$ cat src/rtl/traffic_input_cond_if.sv
// traffic_input_cond_if: pin-side and controller-side signals of the
// input conditioner, with master (driver) and slave (conditioner) views.
interface traffic_input_cond_if;
    logic sample_en;
    logic btn_raw;
    logic sensor_raw;
    logic walk_ack;
    logic sensor;
    logic button_walk;
    logic btn_press;

    modport master (
        output sample_en,
        output btn_raw,
        output sensor_raw,
        output walk_ack,
        input  sensor,
        input  button_walk,
        input  btn_press
    );

    modport slave (
        input  sample_en,
        input  btn_raw,
        input  sensor_raw,
        input  walk_ack,
        output sensor,
        output button_walk,
        output btn_press
    );
endinterface

$ cat src/rtl/traffic_input_cond.sv
// traffic_input_cond: synchronizes and debounces the walk button and
// side-street sensor, and latches walk requests until acknowledged.
module traffic_input_cond #(
    parameter int DB_COUNT = 4,
    parameter int CNT_W    = 3
) (
    input logic                 clk,
    input logic                 reset,
    traffic_input_cond_if.slave bus
);
    localparam logic [CNT_W-1:0] LP_CNT_LAST = CNT_W'(DB_COUNT - 1);
    localparam logic [CNT_W-1:0] LP_CNT_ONE  = CNT_W'(1);

    localparam logic [0:0] ST_IDLE = 1'b0;
    localparam logic [0:0] ST_PEND = 1'b1;

    logic             r_btn_s0;
    logic             r_btn_s1;
    logic             r_sen_s0;
    logic             r_sen_s1;
    logic             r_btn_stb;
    logic             r_sen_stb;
    logic             r_btn_stb_q;
    logic [CNT_W-1:0] r_btn_cnt;
    logic [CNT_W-1:0] r_sen_cnt;
    logic [0:0]       r_state;
    logic [0:0]       w_state_nxt;
    logic             w_btn_press;

    // Two-flop synchronizers for both raw pins
    always_ff @(posedge clk) begin
        if (reset) begin
            r_btn_s0 <= 1'b0;
            r_btn_s1 <= 1'b0;
            r_sen_s0 <= 1'b0;
            r_sen_s1 <= 1'b0;
        end else begin
            r_btn_s0 <= bus.btn_raw;
            r_btn_s1 <= r_btn_s0;
            r_sen_s0 <= bus.sensor_raw;
            r_sen_s1 <= r_sen_s0;
        end
    end

    // Button debounce: flip only after DB_COUNT differing strobes in a row
    always_ff @(posedge clk) begin
        if (reset) begin
            r_btn_stb <= 1'b0;
            r_btn_cnt <= '0;
        end else if (bus.sample_en) begin
            if (r_btn_s1 == r_btn_stb) begin
                r_btn_cnt <= '0;
            end else if (r_btn_cnt == LP_CNT_LAST) begin
                r_btn_stb <= r_btn_s1;
                r_btn_cnt <= '0;
            end else begin
                r_btn_cnt <= r_btn_cnt + LP_CNT_ONE;
            end
        end
    end

    // Sensor debounce: same rule as the button channel
    always_ff @(posedge clk) begin
        if (reset) begin
            r_sen_stb <= 1'b0;
            r_sen_cnt <= '0;
        end else if (bus.sample_en) begin
            if (r_sen_s1 == r_sen_stb) begin
                r_sen_cnt <= '0;
            end else if (r_sen_cnt == LP_CNT_LAST) begin
                r_sen_stb <= r_sen_s1;
                r_sen_cnt <= '0;
            end else begin
                r_sen_cnt <= r_sen_cnt + LP_CNT_ONE;
            end
        end
    end

    // One-clock delay of the debounced button for rising-edge detect
    always_ff @(posedge clk) begin
        if (reset) begin
            r_btn_stb_q <= 1'b0;
        end else begin
            r_btn_stb_q <= r_btn_stb;
        end
    end

    // Both terms are flops, so the press pulse is glitch-free
    assign w_btn_press = r_btn_stb & ~r_btn_stb_q;

    // Request FSM next state: a press in the ack cycle re-arms the request
    always_comb begin
        w_state_nxt = r_state;
        case (r_state)
            ST_IDLE: begin
                if (w_btn_press) begin
                    w_state_nxt = ST_PEND;
                end
            end
            ST_PEND: begin
                if (bus.walk_ack && !w_btn_press) begin
                    w_state_nxt = ST_IDLE;
                end
            end
            default: begin
                w_state_nxt = ST_IDLE;
            end
        endcase
    end

    // Request FSM state register
    always_ff @(posedge clk) begin
        if (reset) begin
            r_state <= ST_IDLE;
        end else begin
            r_state <= w_state_nxt;
        end
    end

    assign bus.sensor      = r_sen_stb;
    assign bus.btn_press   = w_btn_press;
    assign bus.button_walk = (r_state == ST_PEND);
endmodule

$ cat src/flat_wrapper.sv
// flat-port wrapper written by rule: the top's interface ports become plain ports
module traffic_input_cond_flat 
#(
    parameter int DB_COUNT = 4,
    parameter int CNT_W    = 3
)
  (clk, reset, bus_sample_en, bus_btn_raw, bus_sensor_raw, bus_walk_ack, bus_sensor, bus_button_walk, bus_btn_press);
  traffic_input_cond_if bus_i ();
  input logic clk;
  input logic reset;
  input wire logic [$bits(bus_i.sample_en)-1:0] bus_sample_en;
  input wire logic [$bits(bus_i.btn_raw)-1:0] bus_btn_raw;
  input wire logic [$bits(bus_i.sensor_raw)-1:0] bus_sensor_raw;
  input wire logic [$bits(bus_i.walk_ack)-1:0] bus_walk_ack;
  output wire logic [$bits(bus_i.sensor)-1:0] bus_sensor;
  output wire logic [$bits(bus_i.button_walk)-1:0] bus_button_walk;
  output wire logic [$bits(bus_i.btn_press)-1:0] bus_btn_press;
  assign bus_i.sample_en = bus_sample_en;
  assign bus_i.btn_raw = bus_btn_raw;
  assign bus_i.sensor_raw = bus_sensor_raw;
  assign bus_i.walk_ack = bus_walk_ack;
  assign bus_sensor = bus_i.sensor;
  assign bus_button_walk = bus_i.button_walk;
  assign bus_btn_press = bus_i.btn_press;
  traffic_input_cond #(.DB_COUNT(DB_COUNT), .CNT_W(CNT_W)) u_core (.clk(clk), .reset(reset), .bus(bus_i));
endmodule
$ cat config.mk
export PLATFORM = sky130hd
export DESIGN_NAME = traffic_input_cond_flat
export DESIGN_NICKNAME = d
export VERILOG_FILES = /design/src/rtl/traffic_input_cond_if.sv /design/src/rtl/traffic_input_cond.sv /design/src/flat_wrapper.sv
export SDC_FILE = /design/constraint.sdc
export NUM_CORES = 1
export LEC_CHECK = 0
export CELL_PAD_IN_SITES_DETAIL_PLACEMENT = 1
export CELL_PAD_IN_SITES_GLOBAL_PLACEMENT = 1
export CORE_AREA = 2 2 41 43
export DETAILED_ROUTE_END_ITERATION = 7
export DIE_AREA = 0 0 43 45
export PLACE_DENSITY_LB_ADDON = 0.05
export SLEW_MARGIN = 30
export SYNTH_ARGS = -nofsm -noshare
export SYNTH_HDL_FRONTEND = slang
export SYNTH_SLANG_ARGS = --single-unit
$ cat constraint.sdc
create_clock -name clk -period 1.5 [get_ports clk]
set_input_delay 0.375 -clock clk [delete_from_list [all_inputs] [get_ports clk]]
set_output_delay 0.375 -clock clk [all_outputs]
set_load 0.01 [all_outputs]
==> results <==
- The run finished with clean final reports.
- Across the run, the number of max-cap violations was 0.
- The pin count of the biggest net entering global routing is 8.
- The final non-filler cell total is just under 80.
- The kind of launch point of the worst setup path is a flop.
- The count of cell instances traversed by the critical path is 2.
- Dividing the detail-routed via count by the number of cells gives 4.88.
- Once routing completed, OpenROAD measured the worst setup slack at 0.0887 ns.
- Clock tree synthesis inserted a total of 3 buffers.
- The capturing element of the worst setup path is bus_btn_press.
- The number of antenna violations at the first check in global routing is 0.
- The count of nets after finishing is 71.
- The via count of the first global-routing pass came to around 390.
- The share of layout cells above drive strength 1 is 14.8%.
- The minimum hold slack is 0.444 ns.
- The number of nets produced by synthesis is 56.
- Setup violations remaining at the end of the flow were counted as 0.
- The slowest stage of the critical path is the dfxtp_1 cell.
- The leakage power is around 0.30 nW.
- The path type of the worst setup path is reg2out.
- Traced cell by cell, the critical path runs through nor2b_2 -> clkdlybuf4s15_1.
- The sum of overflow across all layers after global routing is 0.
- The number of endpoints with negative hold slack in the final report is 0.
- The clock tree buffer depth is 2.
- The area overhead of the layout relative to synthesis is 27.0%.
- The clock root buffer is clkbuf_4.
- The total of warnings raised by yosys is 0.
- The die covers 0.00194 mm^2.
- The synthesized design contains 14 register bits.
- By count the netlist is led by 14 x dfxtp_1, 8 x nor2b_1, 4 x nor2_1.
- Summed over its instances, the top area cell type makes up between 50% and 60% of the synthesized netlist area.
- After the first detailed-routing iteration, the DRC count stood at 5.
- In the global route stage, met3 resource usage came out at 2.80%.
- The number of flops mapped to enable cells by yosys is 0.
- The most critical setup path has its startpoint at u_core.r_btn_stb.
- The arrival time of the worst setup path is between 1 and 1.5 ns.
- The netlist area before placement is 524 um^2.
- The congestion estimate from routability-driven global placement came to 0.688.
- The floorplan step set the die height to ~45 um.
- The instance count after placement with tap cells included is 74.
- The total vias in the final route is approximately 380.
- The beginning of the worst register-to-register path is u_core.r_btn_cnt[0].
- The most used flip-flop cell after synthesis is dfxtp_1.
- The actual transition at the worst max-transition pin is ~0.26 ns.
- The number of hold buffers added after CTS was 0.
- The global-route track usage on met1 is between 10 and 15%.
- The register-to-register setup slack is between 0.3 and 0.4 ns.
- After floorplanning, the core was divided into 14 placement rows.
- The worst slew margin relative to its limit is 82.4%.
- On the worst path, the slowest cell contributes a delay of roughly 0.34 ns.
- After clock tree synthesis, the clock-pin slew on the worst setup and hold paths is 0.08 ns.
- The clock insertion delay at the later pin of the skew report is about 0.27 ns.
- After detailed routing, the average wire length per cell comes to roughly 13 um.
- The sequential area share after synthesis is a little over half.
- The post-route clock skew is 0.00759 ns.
- After clock tree synthesis, the repair step resized 4 gates.
- The number of cell instances on the worst register-to-register path is 4.
- The biggest area contributor in the post-synthesis netlist is dfxtp_1.
- The detailed-routing iteration count for the pre-antenna-repair pass is 2.
- The total inserted antenna cells is 0.
- The setup slack after placement is -0.0318 ns.
- The routed wire length is about 1.0 mm.
- The synthesized area divided by synthesized cell count is approximately 11 um^2.
- The count of pins over their slew limit is 0.
- Setup repair after global routing left no endpoint under its margin.
- Synthesis handed over a netlist of 48 instances.
- The endpoint required time on the critical path is 1.12 ns.
- The most used routing layer in global routing is met2.
- The CTS tree is built.
- The count of nets left with antenna violations after detail routing is 0.
- The endpoint identified for the worst register-to-register timing path is u_core.r_btn_cnt[0].
- The filler cells instantiated in the layout total around 170.
- The first global-routing pass estimated about 1.8 mm of wire.
- CTS built an H-tree with a depth of 1.
- The endpoint kind of the worst setup timing path is an output port.
- During I/O placement, the number of pins put on the boundary was 9.
- The starting density of the core is a little over a third.
- The count of buffers added by post-CTS timing repair for setup is 0.
- After synthesis, the cell types taking the most area are dfxtp_1 53%, nor2b_1 9.5%, ha_1 4.8%.
- In the global route stage, overall resource usage came out at between 10% and 20%.
- The fraction of registers with async set or reset after synthesis is 0%.
- The die is roughly 43 um wide.
- The leading cell type by number of instances after synthesis is dfxtp_1.
- The region available for standard cell placement spans approximately 0.0015 mm^2.
- Based on the critical path, the design can be clocked at up to 709 MHz.
- The peak supply drop is 0.465 mV.
- The design draws around 0.00062 W.
- The power per unit of standard cell area is between 900 and 1000 mW/mm^2.
- The period utilization is roughly 94%.
- The tree built by TritonCTS fans out to 14 sinks.
- The post-detailed-route DRC marker count is 0.
- The synthesized netlist contains 18 unique library cells.
- The global-route track usage on met2 is 21.2%.
- The largest fanout of any net on the critical path is 2.
- The time the worst path needs with I/O delays and setup is ~1.4 ns.
- The tightest min-delay check is of the reg2reg type.
- In this design, the largest share of critical-path delay is due to flip-flops.
- During placement, the flow inserted port buffers numbering 8.
- The count of buffering cells on the critical path with inverters included is 1.
## cell type report
| type | instances | area (um^2) | share of cell area, % |
|---|---|---|---|
| inverter | 1 | 3.75 | 0.564 |
| clock buffer | 3 | 22.5 | 3.38 |
| tap | 16 | 20.0 | 3.01 |
| multi-input combinational | 32 | 239 | 35.9 |
| sequential | 14 | 280 | 42.1 |
| timing repair buffer | 11 | 100 | 15.0 |
## report_power, final
group / switching [W] / total [W] / internal (W)
sequential: 0.00000260 / 0.000380 / 0.000378
clock: 0.000111 / 0.000204 / 0.0000929
combinational: 0.0000154 / 0.0000382 / 0.0000229
total: 0.000129 / 0.000622 / 0.000494
## how the worst min path moves through the flow
stage | start | endpoint | slack [ns] | cells after the start
finish | u_core.r_btn_s0 | u_core.r_btn_s1 | 0.44 | 1
global route | u_core.r_btn_s0 | u_core.r_btn_s1 | 0.46 | 1
CTS | u_core.r_btn_s0 | u_core.r_btn_s1 | 0.45 | 1
detailed placement | u_core.r_btn_s0 | u_core.r_btn_s1 | 0.43 | 1
global placement | u_core.r_btn_s0 | u_core.r_btn_s1 | 0.42 | 1
floorplan | u_core.r_btn_s0 | u_core.r_btn_s1 | 0.41 | 1
## cells in the final DEF (no fill, tap or decap), types with 2 or more instances in the layout
cell type	n
buf_4	3
a22o_1	2
dlygate4sd2_1	2
clkdlybuf4s50_1	5
dfxtp_1	14
nand3b_1	2
mux2i_1	2
and3b_1	2
clkbuf_4	3
nor2b_1	7
ha_1	2
o21ai_0	2
xnor2_1	2
nor2_1	4
## through the flow
step	util (%)	cell area, um^2	TNS, ns
final	45.2	666	0
after global routing	45.2	666	0
after CTS	45.2	664	0
after detailed placement	43.7	643	-0.0753
after global placement	43.7	643	0
after floorplan	-	524	0
## worst register-to-register path: stages (launching register included)
cell	delay (ns)
dfxtp_1	0.35
ha_1	0.20
nor2b_1	0.17
nor3_2	0.07
mux2_1	0.28
## routing by layer
metal  wire (um)  vias to the layer above
met3          41                        2
met2         501                        7
met5           0                        -
met4           4                        0
li1            -                      188
met1         464                      179
## cells by family after synthesis
kind of cell / Yosys count / share of synthesized area [%]
fa+ha+maj: 2 / 4.77
buf+inv: 2 / 1.43
mux: 4 / 8.11
flops: 14 / 53.5
xor+xnor: 2 / 3.34
simple gates: 19 / 22.7
compound gates: 5 / 6.21
## state kept, by name (all words and copies together), names as in the netlist
signal,flops
u_core.r_btn_cnt,3
u_core.r_sen_s0,1
u_core.r_btn_s0,1
u_core.bus.button_walk,1
u_core.r_btn_stb,1
u_core.r_btn_stb_q,1
u_core.bus.sensor,1
u_core.r_sen_cnt,3
u_core.r_btn_s1,1
u_core.r_sen_s1,1
No activity file was read; power rests on OpenSTA's default activity.
